==> src/rtl/riscv_pkg.sv <==
// Shared definitions for the seq_processor front end.
// Contents: instruction width, RV32I major opcodes, the program terminator
// word, the sequential PC step, the fetch-entry record and the fetch FSM
// state encoding.
package riscv_pkg;

  localparam int INSTR_W  = 32;
  localparam int PC_W_DEF = 64;
  localparam int PC_STEP  = 4;

  // The all-zero word terminates a program.
  localparam logic [31:0] INSTR_HALT = 32'h0000_0000;

  // RV32I major opcodes (instr[6:0])
  localparam logic [6:0] OPC_LUI    = 7'b0110111;
  localparam logic [6:0] OPC_AUIPC  = 7'b0010111;
  localparam logic [6:0] OPC_JAL    = 7'b1101111;
  localparam logic [6:0] OPC_JALR   = 7'b1100111;
  localparam logic [6:0] OPC_BRANCH = 7'b1100011;
  localparam logic [6:0] OPC_LOAD   = 7'b0000011;
  localparam logic [6:0] OPC_STORE  = 7'b0100011;
  localparam logic [6:0] OPC_OPIMM  = 7'b0010011;
  localparam logic [6:0] OPC_OP     = 7'b0110011;

  typedef struct packed {
    logic [PC_W_DEF-1:0] pc;
    logic [INSTR_W-1:0]  instr;
  } fetch_entry_t;

  typedef enum logic {
    ST_RUN  = 1'b0,
    ST_HALT = 1'b1
  } fetch_state_e;

endpackage

==> src/rtl/fetch_fifo.sv <==
// Synchronous FIFO used for both the fetched-instruction buffer and the
// issued-PC tag queue.
// Ports:
//   clk, reset    rising-edge clock, synchronous active-high reset (pointers only)
//   push_i        write push_data_i (ignored when full and not popping)
//   pop_i         drop the head entry (ignored when empty)
//   flush_i       empty the FIFO; overrides push and pop
//   head_o        current head entry (contents undefined when empty)
//   empty_o       no entries held
//   count_o       number of entries held, 0..DEPTH
module fetch_fifo #(
  parameter int WIDTH = 96,
  parameter int DEPTH = 4
) (
  input  logic                   clk,
  input  logic                   reset,
  input  logic                   push_i,
  input  logic [WIDTH-1:0]       push_data_i,
  input  logic                   pop_i,
  input  logic                   flush_i,
  output logic [WIDTH-1:0]       head_o,
  output logic                   empty_o,
  output logic [$clog2(DEPTH):0] count_o
);

  localparam int AW = $clog2(DEPTH);

  logic [WIDTH-1:0] mem_q [DEPTH];
  logic [AW-1:0]    rd_ptr_q, rd_ptr_d, wr_ptr_q, wr_ptr_d;
  logic [AW:0]      count_q, count_d;
  logic             full, do_push, do_pop;

  assign empty_o = (count_q == '0);
  assign full    = (count_q == (AW+1)'(DEPTH));
  assign do_pop  = pop_i & ~empty_o;
  // A pop frees the slot a simultaneous push needs.
  assign do_push = push_i & (~full | do_pop);

  always_comb begin
    rd_ptr_d = rd_ptr_q;
    wr_ptr_d = wr_ptr_q;
    count_d  = count_q;
    if (flush_i) begin
      rd_ptr_d = '0;
      wr_ptr_d = '0;
      count_d  = '0;
    end else begin
      if (do_push) wr_ptr_d = wr_ptr_q + 1'b1;
      if (do_pop)  rd_ptr_d = rd_ptr_q + 1'b1;
      count_d = count_q + {{AW{1'b0}}, do_push} - {{AW{1'b0}}, do_pop};
    end
  end

  always_ff @(posedge clk) begin
    if (reset) begin
      rd_ptr_q <= '0;
      wr_ptr_q <= '0;
      count_q  <= '0;
    end else begin
      rd_ptr_q <= rd_ptr_d;
      wr_ptr_q <= wr_ptr_d;
      count_q  <= count_d;
    end
  end

  always_ff @(posedge clk) begin
    if (do_push && !flush_i) mem_q[wr_ptr_q] <= push_data_i;
  end

  assign head_o  = mem_q[rd_ptr_q];
  assign count_o = count_q;

endmodule

==> src/rtl/instr_fetch_unit.sv <==
// Instruction fetch front end: owns the fetch PC, issues in-order word
// requests to instruction memory, buffers returned words with their PC and
// hands them to decode. Redirects flush the buffer and discard responses to
// requests already in flight; consuming the all-zero word halts fetch until
// reset.
// Ports:
//   clk, reset                      clock, synchronous active-high reset
//   imem_req_valid/ready/addr       request port to instruction memory
//   imem_resp_valid/data            in-order response port, latency >= 1
//   redirect_valid/pc               taken branch/jump target from execute
//   out_valid/ready/pc/instr        instruction stream to decode
//   halted                          terminator consumed, fetch stopped
module instr_fetch_unit #(
  parameter int              PC_W       = 64,
  parameter int              INSTR_W    = 32,
  parameter int              FIFO_DEPTH = 4,
  parameter logic [PC_W-1:0] RESET_PC   = '0
) (
  input  logic               clk,
  input  logic               reset,
  output logic               imem_req_valid,
  input  logic               imem_req_ready,
  output logic [PC_W-1:0]    imem_req_addr,
  input  logic               imem_resp_valid,
  input  logic [INSTR_W-1:0] imem_resp_data,
  input  logic               redirect_valid,
  input  logic [PC_W-1:0]    redirect_pc,
  output logic               out_valid,
  input  logic               out_ready,
  output logic [PC_W-1:0]    out_pc,
  output logic [INSTR_W-1:0] out_instr,
  output logic               halted
);

  import riscv_pkg::*;

  localparam int CW = $clog2(FIFO_DEPTH) + 1;
  localparam int EW = PC_W + INSTR_W;

  fetch_state_e    state_q, state_d;
  logic [PC_W-1:0] pc_q, pc_d;
  logic [CW-1:0]   outst_q, outst_d;
  logic [CW-1:0]   drop_q, drop_d;

  logic            run, redir, credit_ok, req_fire, resp_keep, pop;
  logic [EW-1:0]   ent_head;
  logic            ent_empty;
  logic [CW-1:0]   ent_count;
  logic [PC_W-1:0] tag_head;
  logic            tag_empty;
  logic [CW-1:0]   tag_count;
  logic            unused_tag;

  assign run   = (state_q == ST_RUN);
  assign redir = redirect_valid & run;

  // Credit rule: every outstanding request already owns a buffer slot, so a
  // response can never find the entry FIFO full.
  assign credit_ok = ({1'b0, ent_count} + {1'b0, outst_q}) < (CW+1)'(FIFO_DEPTH);
  assign req_fire  = imem_req_valid & imem_req_ready;
  // Responses to pre-redirect requests are discarded while drop is non-zero;
  // one arriving in the redirect cycle itself is discarded as well.
  assign resp_keep = imem_resp_valid & (drop_q == '0) & ~redir;
  assign pop       = out_valid & out_ready;

  fetch_fifo #(.WIDTH(EW), .DEPTH(FIFO_DEPTH)) u_entries (
    .clk         (clk),
    .reset       (reset),
    .push_i      (resp_keep),
    .push_data_i ({tag_head, imem_resp_data}),
    .pop_i       (pop),
    .flush_i     (redir),
    .head_o      (ent_head),
    .empty_o     (ent_empty),
    .count_o     (ent_count)
  );

  // PCs of issued, still-wanted requests, in issue order; the head tags the
  // next kept response.
  fetch_fifo #(.WIDTH(PC_W), .DEPTH(FIFO_DEPTH)) u_tags (
    .clk         (clk),
    .reset       (reset),
    .push_i      (req_fire & ~redir),
    .push_data_i (pc_q),
    .pop_i       (resp_keep),
    .flush_i     (redir),
    .head_o      (tag_head),
    .empty_o     (tag_empty),
    .count_o     (tag_count)
  );

  assign unused_tag = ^{tag_empty, tag_count};

  always_comb begin
    outst_d = outst_q + CW'(req_fire) - CW'(imem_resp_valid);
    pc_d    = pc_q;
    drop_d  = drop_q;
    if (redir) begin
      pc_d   = {redirect_pc[PC_W-1:2], 2'b00};
      // Everything still in flight after this edge is stale.
      drop_d = outst_d;
    end else begin
      if (req_fire) pc_d = pc_q + PC_W'(PC_STEP);
      if (imem_resp_valid && drop_q != '0) drop_d = drop_q - 1'b1;
    end
  end

  always_ff @(posedge clk) begin
    if (reset) begin
      state_q <= ST_RUN;
      pc_q    <= RESET_PC;
      outst_q <= '0;
      drop_q  <= '0;
    end else begin
      state_q <= state_d;
      pc_q    <= pc_d;
      outst_q <= outst_d;
      drop_q  <= drop_d;
    end
  end

  // HALT is entered once decode accepts the terminator and is left only by reset.
  always_comb begin
    state_d = state_q;
    if (run && pop && ent_head[INSTR_W-1:0] == INSTR_W'(INSTR_HALT)) state_d = ST_HALT;
  end

  always_comb begin
    imem_req_valid = 1'b0;
    out_valid      = 1'b0;
    halted         = 1'b0;
    case (state_q)
      ST_RUN: begin
        imem_req_valid = ~reset & credit_ok;
        out_valid      = ~reset & ~ent_empty;
      end
      ST_HALT: halted = 1'b1;
      default: ;
    endcase
  end

  assign imem_req_addr = pc_q;
  // Entry storage is not reset, so the head is only shown while valid.
  assign out_pc        = out_valid ? ent_head[EW-1:INSTR_W] : '0;
  assign out_instr     = out_valid ? ent_head[INSTR_W-1:0]  : '0;

endmodule
==> config.mk <==
export PLATFORM = sky130hd
export DESIGN_NAME = instr_fetch_unit
export DESIGN_NICKNAME = d
export VERILOG_FILES = /design/src/rtl/riscv_pkg.sv /design/src/rtl/fetch_fifo.sv /design/src/rtl/instr_fetch_unit.sv
export SDC_FILE = /design/constraint.sdc
export NUM_CORES = 1
export LEC_CHECK = 0
export CORE_MARGIN = 4
export CORE_UTILIZATION = 45
export CTS_BUF_LIST = sky130_fd_sc_hd__clkbuf_4
export DETAILED_ROUTE_END_ITERATION = 10
export SLEW_MARGIN = 20
export SYNTH_ARGS = -nofsm -noshare
export SYNTH_HDL_FRONTEND = slang
export SYNTH_HIERARCHICAL = 1
export SYNTH_SLANG_ARGS = --single-unit
==> constraint.sdc <==
create_clock -name clk -period 30.2 [get_ports clk]
set_clock_uncertainty 0.15 [all_clocks]
set_input_delay 6.04 -clock clk [delete_from_list [all_inputs] [get_ports clk]]
set_output_delay 6.04 -clock clk [all_outputs]
set_load 0.01 [all_outputs]
==> flow_metrics.env, run 1 <==
export IMPL_outcome="complete, no violations"
export IMPL_cts_tree="built"
export IMPL_max_slew_worst_pin_slew_ns=1.022
export IMPL_power_density_cell_area_nw_per_um2=59.82
export IMPL_synth_top_cell_area_share_pct=66.43
export IMPL_netlist_area_um2=28930
export IMPL_max_cap_violations=0
export IMPL_synth_edf_count=640
export IMPL_die_area_um2=68410
export IMPL_hold_buffers=0
export IMPL_final_area_um2=35070
export IMPL_cts_sinks=727
export IMPL_required_ns=24.01
export IMPL_final_nets=2121
export IMPL_ant_nets=0
export IMPL_hold_viol=0
export IMPL_async_reset_ff_share_pct=0
export IMPL_track_usage_pct=20.84
export IMPL_vias=16440
export IMPL_vdd_drop_max_uv=34.34
export IMPL_crit_path_end_kind="primary output"
export IMPL_synth_main_ff_cell="edfxtp_1"
export IMPL_ys_types=56
export IMPL_portBuffers=260
export IMPL_hold_class="reg2reg"
export IMPL_path_class="in2out"
export IMPL_ios=265
export IMPL_wire_per_inst_um=23.44
export IMPL_rrSetupSlack_ns=25.21
export IMPL_hpwl_um=42690
export IMPL_fin_crit_ns=14.76
export IMPL_drc=0
export IMPL_grt_pass1_wl_um=105100
export IMPL_drtIter0Drc=1159
export IMPL_p_total_w=0.002098
export IMPL_synth_avg_cell_area_um2=18.19
export IMPL_numCtsBuffers=185
export IMPL_path_clk_slew_ns=0.06
export IMPL_finalSetupViolCount=0
export IMPL_cts_root_buf="clkbuf_4"
export IMPL_crit_slowest_cell="clkdlybuf4s50_1"
export IMPL_slew_viol_final=0
export IMPL_cp_depth=5
export IMPL_route_final_wire_length_um=70260
export IMPL_antenna_found_initial=2
export IMPL_overflow=0
export IMPL_yosysSeqAreaShare_pct=72.45
export IMPL_rows=92
export IMPL_cts_resized=0
export IMPL_max_freq_mhz=67.73
export IMPL_placed_area_um2=32530
export IMPL_post_route_period_util_pct=48.89
export IMPL_clk_latency_ns=1.00
export IMPL_final_core_utilization_pct=55.40
export IMPL_slowest_delay_ns=0.66
export IMPL_post_cts_buffers=0
export IMPL_critPathBufInv=3
export IMPL_h_tree_depth=4
export IMPL_crit_chain="clkdlybuf4s50_1, buf_4, or4_4, nor3_2, clkdlybuf4s50_1"
export IMPL_crit_top_cell="clkdlybuf4s50_1"
export IMPL_start_kind="input port"
export IMPL_yosysTopAreaCell="edfxtp_1"
export IMPL_globalplace_congestion=0.8144
export IMPL_grt_max_degree=67
export IMPL_via_per_inst=5.482
export IMPL_finalSetupTns_ns=0
export IMPL_yosys_warnings=6
export IMPL_synthCells=1590
export IMPL_die_w_um=261.6
export IMPL_dr_pass1_iters=5
export IMPL_crit_family="buffers and inverters"
export IMPL_holdWs_ns=0.3542
export IMPL_cp_max_fo=36
export IMPL_synth_area_leaders="edfxtp_1 66%, mux4_2 12%, dfxtp_1 6.0%"
export IMPL_coreArea_um2=63310
export IMPL_slew_headroom_pct=31.35
export IMPL_grt_pass1_vias=17200
export IMPL_die_h_um=261.6
export IMPL_cts_buffer_depth=3
export IMPL_rr_worst_depth=8
export IMPL_p_leak_nw=11.23
export IMPL_rsz0062_at_grt="no"
export IMPL_drive_gt1_share_pct=24.52
export IMPL_start_util_pct=45.69
export IMPL_arrival_ns=8.57
export IMPL_area_delta_synth_final_pct=21.24
export IMPL_ys_seq_elements=727
export IMPL_whs_path_depth=2
==> cell usage after synthesis, drive strengths merged (9+ instances only) <==
cell	instances
nand3	38
buf	38
edfxtp	640
nand2	50
mux4	160
mux2i	9
inv	25
xor2	10
dfxtp	87
clkbuf	47
and2	106
a21oi	15
and3	14
nor2	38
nor3	43
a211oi	25
nor4	27
o21ai	49
and4	19
or3	12
or4	11
nand4	20
nor3b	13
xnor2	21
ha	19
==> worst paths after layout <==
kind,to,start
hold / removal,flip-flop,u_entries/rd_ptr_q[0]
hold reg to reg,flip-flop,u_entries/rd_ptr_q[0]
setup reg to reg,u_entries/mem_q[3][9],state_q
setup / recovery,imem_req_valid,reset
==> layout make-up <==
type	count	area, um^2
fillers	5121	28240
flip-flops and latches	727	20980
multi-input cells	762	7533
repair buffers	296	2893
clock buffers	281	2110
well taps	846	1059
clock inverters	58	404.1
inverters	25	93.84
diodes	3	7.507
==> per-layer routing <==
metal | up-vias | track usage [%] | part of all wire, %
met3 | 99 | 5.367 | 6.4
met2 | 576 | 33.95 | 49
met5 | - | 0 | 0
met1 | 8390 | 27.71 | 43
li1 | 7370 | - | -
met4 | 0 | 6.896 | 2.1
==> logic make-up (layout without fill, tap and decap cells) <==
| group | after synthesis | count (layout) | synth area share, % |
|---|---|---|---|
| xor+xnor | 31 | 31 | 0.9385 |
| mux | 169 | 169 | 12.77 |
| simple gates | 403 | 403 | 8.045 |
| flops | 727 | 727 | 72.45 |
| buf+inv | 110 | 660 | 1.804 |
| compound gates | 127 | 127 | 2.950 |
| fa+ha+maj | 22 | 22 | 1.029 |
| other cells | 1 | 13 | 0.01296 |
==> through the flow <==
stage,instances,setup WS (ns)
after global routing,2997,15.36
after CTS,2994,15.43
after floorplan,1599,15.01
final,2998,15.44
after detailed placement,2655,15.44
after global placement,2655,15.47
==> report_power, final <==
| group | internal (W) | switching [W] | total, W |
|---|---|---|---|
| Sequential | 0.00111 | 0.0000220 | 0.00113 |
| Combinational | 0.0000496 | 0.0000526 | 0.000102 |
| Clock | 0.000470 | 0.000393 | 0.000863 |
| Total | 0.00163 | 0.000468 | 0.00210 |
==> registers in the layout, indices dropped and copies added (netlist names), 3 cells and up, named ones only <==
register           flops
outst_q                3
u_tags/count_o         3
drop_q                 3
imem_req_addr         62
u_entries/mem_q      384
u_entries/count_o      3
u_tags/mem_q         256
==> layout by cell type (no fill, tap or decap), drive strengths merged, types with 21 or more instances in the layout <==
cell and instances:
clkinv 44, mux4 160, buf 36, clkdlybuf4s50 260, o21ai 49, nand2 50
dfxtp 87, nor3 43, nor2 38, and2 106, a211oi 25, nand3 38
nor4 27, clkbuf 281, edfxtp 640, inv 31, xnor2 21
==> tightest hold or removal path, delay by kind of cell, from the launching register on <==
| kind | cells | cell delay [ns] |
|---|---|---|
| flops | 1 | 0.32 |
| mux | 1 | 0.06 |
| simple gates | 1 | 0.08 |
Power figures use the tool's default switching activity.
==> run 2, diff against run 1 <==
==> constraint.sdc (replaced) <==
create_clock -name clk -period 15.15 [get_ports clk]
set_clock_uncertainty 0.15 [all_clocks]
set_input_delay 3.03 -clock clk [delete_from_list [all_inputs] [get_ports clk]]
set_output_delay 3.03 -clock clk [all_outputs]
set_load 0.01 [all_outputs]
==> run 2 against run 1 <==
- design area decreased by 0.29%
- sequential cell count unchanged
- global-route usage decreased by 0.097 points
- non-clock buffer count unchanged
- largest power group unchanged
- setup slack got worse by 9.0 ns
- register-to-register slack got worse by 15 ns
- hold slack got worse by 0.00072 ns
- critical path type unchanged
==> flow_metrics.env, run 2 (synthesized netlist as in run 1, its figures left out) <==
export IMPL_final_common_cell="edfxtp_1"
export IMPL_hold_class="reg2reg"
export IMPL_cts_root_buf="clkbuf_4"
export IMPL_ios=265
export IMPL_die_area_um2=68410
export IMPL_final_core_utilization_pct=55.24
export IMPL_die_h_um=261.6
export IMPL_cts_sinks=727
export IMPL_finalSetupViolCount=0
export IMPL_hold_viol=0
export IMPL_rows=92
export IMPL_path_clk_slew_ns=0.06
export IMPL_rsz0062_at_grt="no"
export IMPL_cts_tree="built"
export IMPL_portBuffers=260
export IMPL_fillCellCount=5108
export IMPL_fin_crit_ns=8.684
export IMPL_start_kind="input port"
export IMPL_holdWs_ns=0.3535
export IMPL_final_area_um2=34970
export IMPL_coreArea_um2=63310
export IMPL_post_cts_buffers=0
export IMPL_final_nets=2117
export IMPL_numCtsBuffers=181
export IMPL_path_class="in2out"
export IMPL_max_flop_register="u_entries/mem_q"
export IMPL_drive_gt1_share_pct=24.12
export IMPL_area_delta_synth_final_pct=20.89
export IMPL_grt_max_degree=71
export IMPL_required_ns=11.97
export IMPL_p_leak_nw=11.18
export IMPL_overflow=0
export IMPL_cts_resized=0
export IMPL_grt_pass1_wl_um=104200
export IMPL_antenna_found_initial=4
export IMPL_cts_buffer_depth=3
export IMPL_vdd_drop_max_uv=57.75
export IMPL_start_util_pct=45.69
export IMPL_ant_nets=0
export IMPL_drtIter0Drc=1072
export IMPL_outcome="complete, no violations"
export IMPL_arrival_ns=5.50
export IMPL_globalplace_congestion=0.8189
export IMPL_dr_pass1_iters=5
export IMPL_max_cap_violations=0
export IMPL_track_usage_pct=20.74
export IMPL_wire_per_inst_um=23.40
export IMPL_hpwl_um=42410
export IMPL_layout_common_cells="640 x edfxtp_1, 276 x clkbuf_4, 260 x clkdlybuf4s50_1"
export IMPL_crit_path_end_kind="primary output"
export IMPL_post_route_period_util_pct=57.32
export IMPL_placed_area_um2=32530
export IMPL_crit_reg2reg_launch="state_q"
export IMPL_via_per_inst=5.465
export IMPL_h_tree_depth=4
export IMPL_clk_latency_ns=0.96
export IMPL_largest_reg_flops=384
export IMPL_slew_viol_final=0
export IMPL_hold_buffers=0
export IMPL_die_w_um=261.6
export IMPL_drc=0
export IMPL_grt_pass1_vias=17030
export IMPL_cp_max_fo=36
export IMPL_max_freq_mhz=115.2
export IMPL_slew_headroom_pct=29.38
export IMPL_max_slew_worst_pin_slew_ns=1.059
export IMPL_power_density_cell_area_nw_per_um2=117.8
export IMPL_route_final_wire_length_um=69860
export IMPL_min_from="u_tags/wr_ptr_q[0]"
export IMPL_finalSetupTns_ns=0
export IMPL_vias=16310
export IMPL_crit_path_start="reset"
## run 2: where the power goes
group          internal (W)  leakage, nW  switching (W)
registers           0.00221         6.52      0.0000437
logic             0.0000993         3.23       0.000105
clock network      0.000914         1.42       0.000746
## run 2: worst max-delay path: stages
cell and delay [ns]:
clkdlybuf4s50_1 0.39, buf_4 0.28, or4_4 0.58, nor3_2 0.53
clkdlybuf4s50_1 0.66
## run 2: path summary, 6_finish.rpt
path | endpoint | slack, ns | depth (start not counted)
worst max-delay path | imem_req_valid | 6.47 | 5
worst min-delay path | u_tags/wr_ptr_q[0] | 0.35 | 2
worst max register to register | u_entries/mem_q[3][6] | 10.22 | 8
worst min register to register | u_tags/wr_ptr_q[0] | 0.35 | 2
## run 2: stage by stage
| step | worst slack, ns | total power, W | instances |
|---|---|---|---|
| after floorplan | 2.965 | 0.002389 | 1599 |
| after global placement | 6.430 | 0.002501 | 2655 |
| after detailed placement | 6.409 | 0.002507 | 2655 |
| after CTS | 6.439 | 0.004187 | 2980 |
| after global routing | 6.357 | 0.004314 | 2983 |
| final | 6.466 | 0.004121 | 2985 |
## run 2: area by class of cell
cell class              instances  area, um^2  area share [%]
diodes                          4       10.01         0.02862
clock buffers                 276        2072           5.924
clock inverters                49       334.1          0.9552
inverters                      25       93.84          0.2683
multi-input cells             762        7533           21.54
flip-flops and latches        727       20980           59.97
well taps                     846        1059           3.027
repair buffers                296        2897           8.282
## run 2: layer usage
metal | vias up | part of all wire [%] | track usage (%)
met5 | - | 0.019 | 0
met4 | 2 | 1.5 | 6.466
met3 | 72 | 6.8 | 5.000
met2 | 578 | 49 | 34.14
met1 | 8311 | 42 | 27.67
li1 | 7350 | - | -
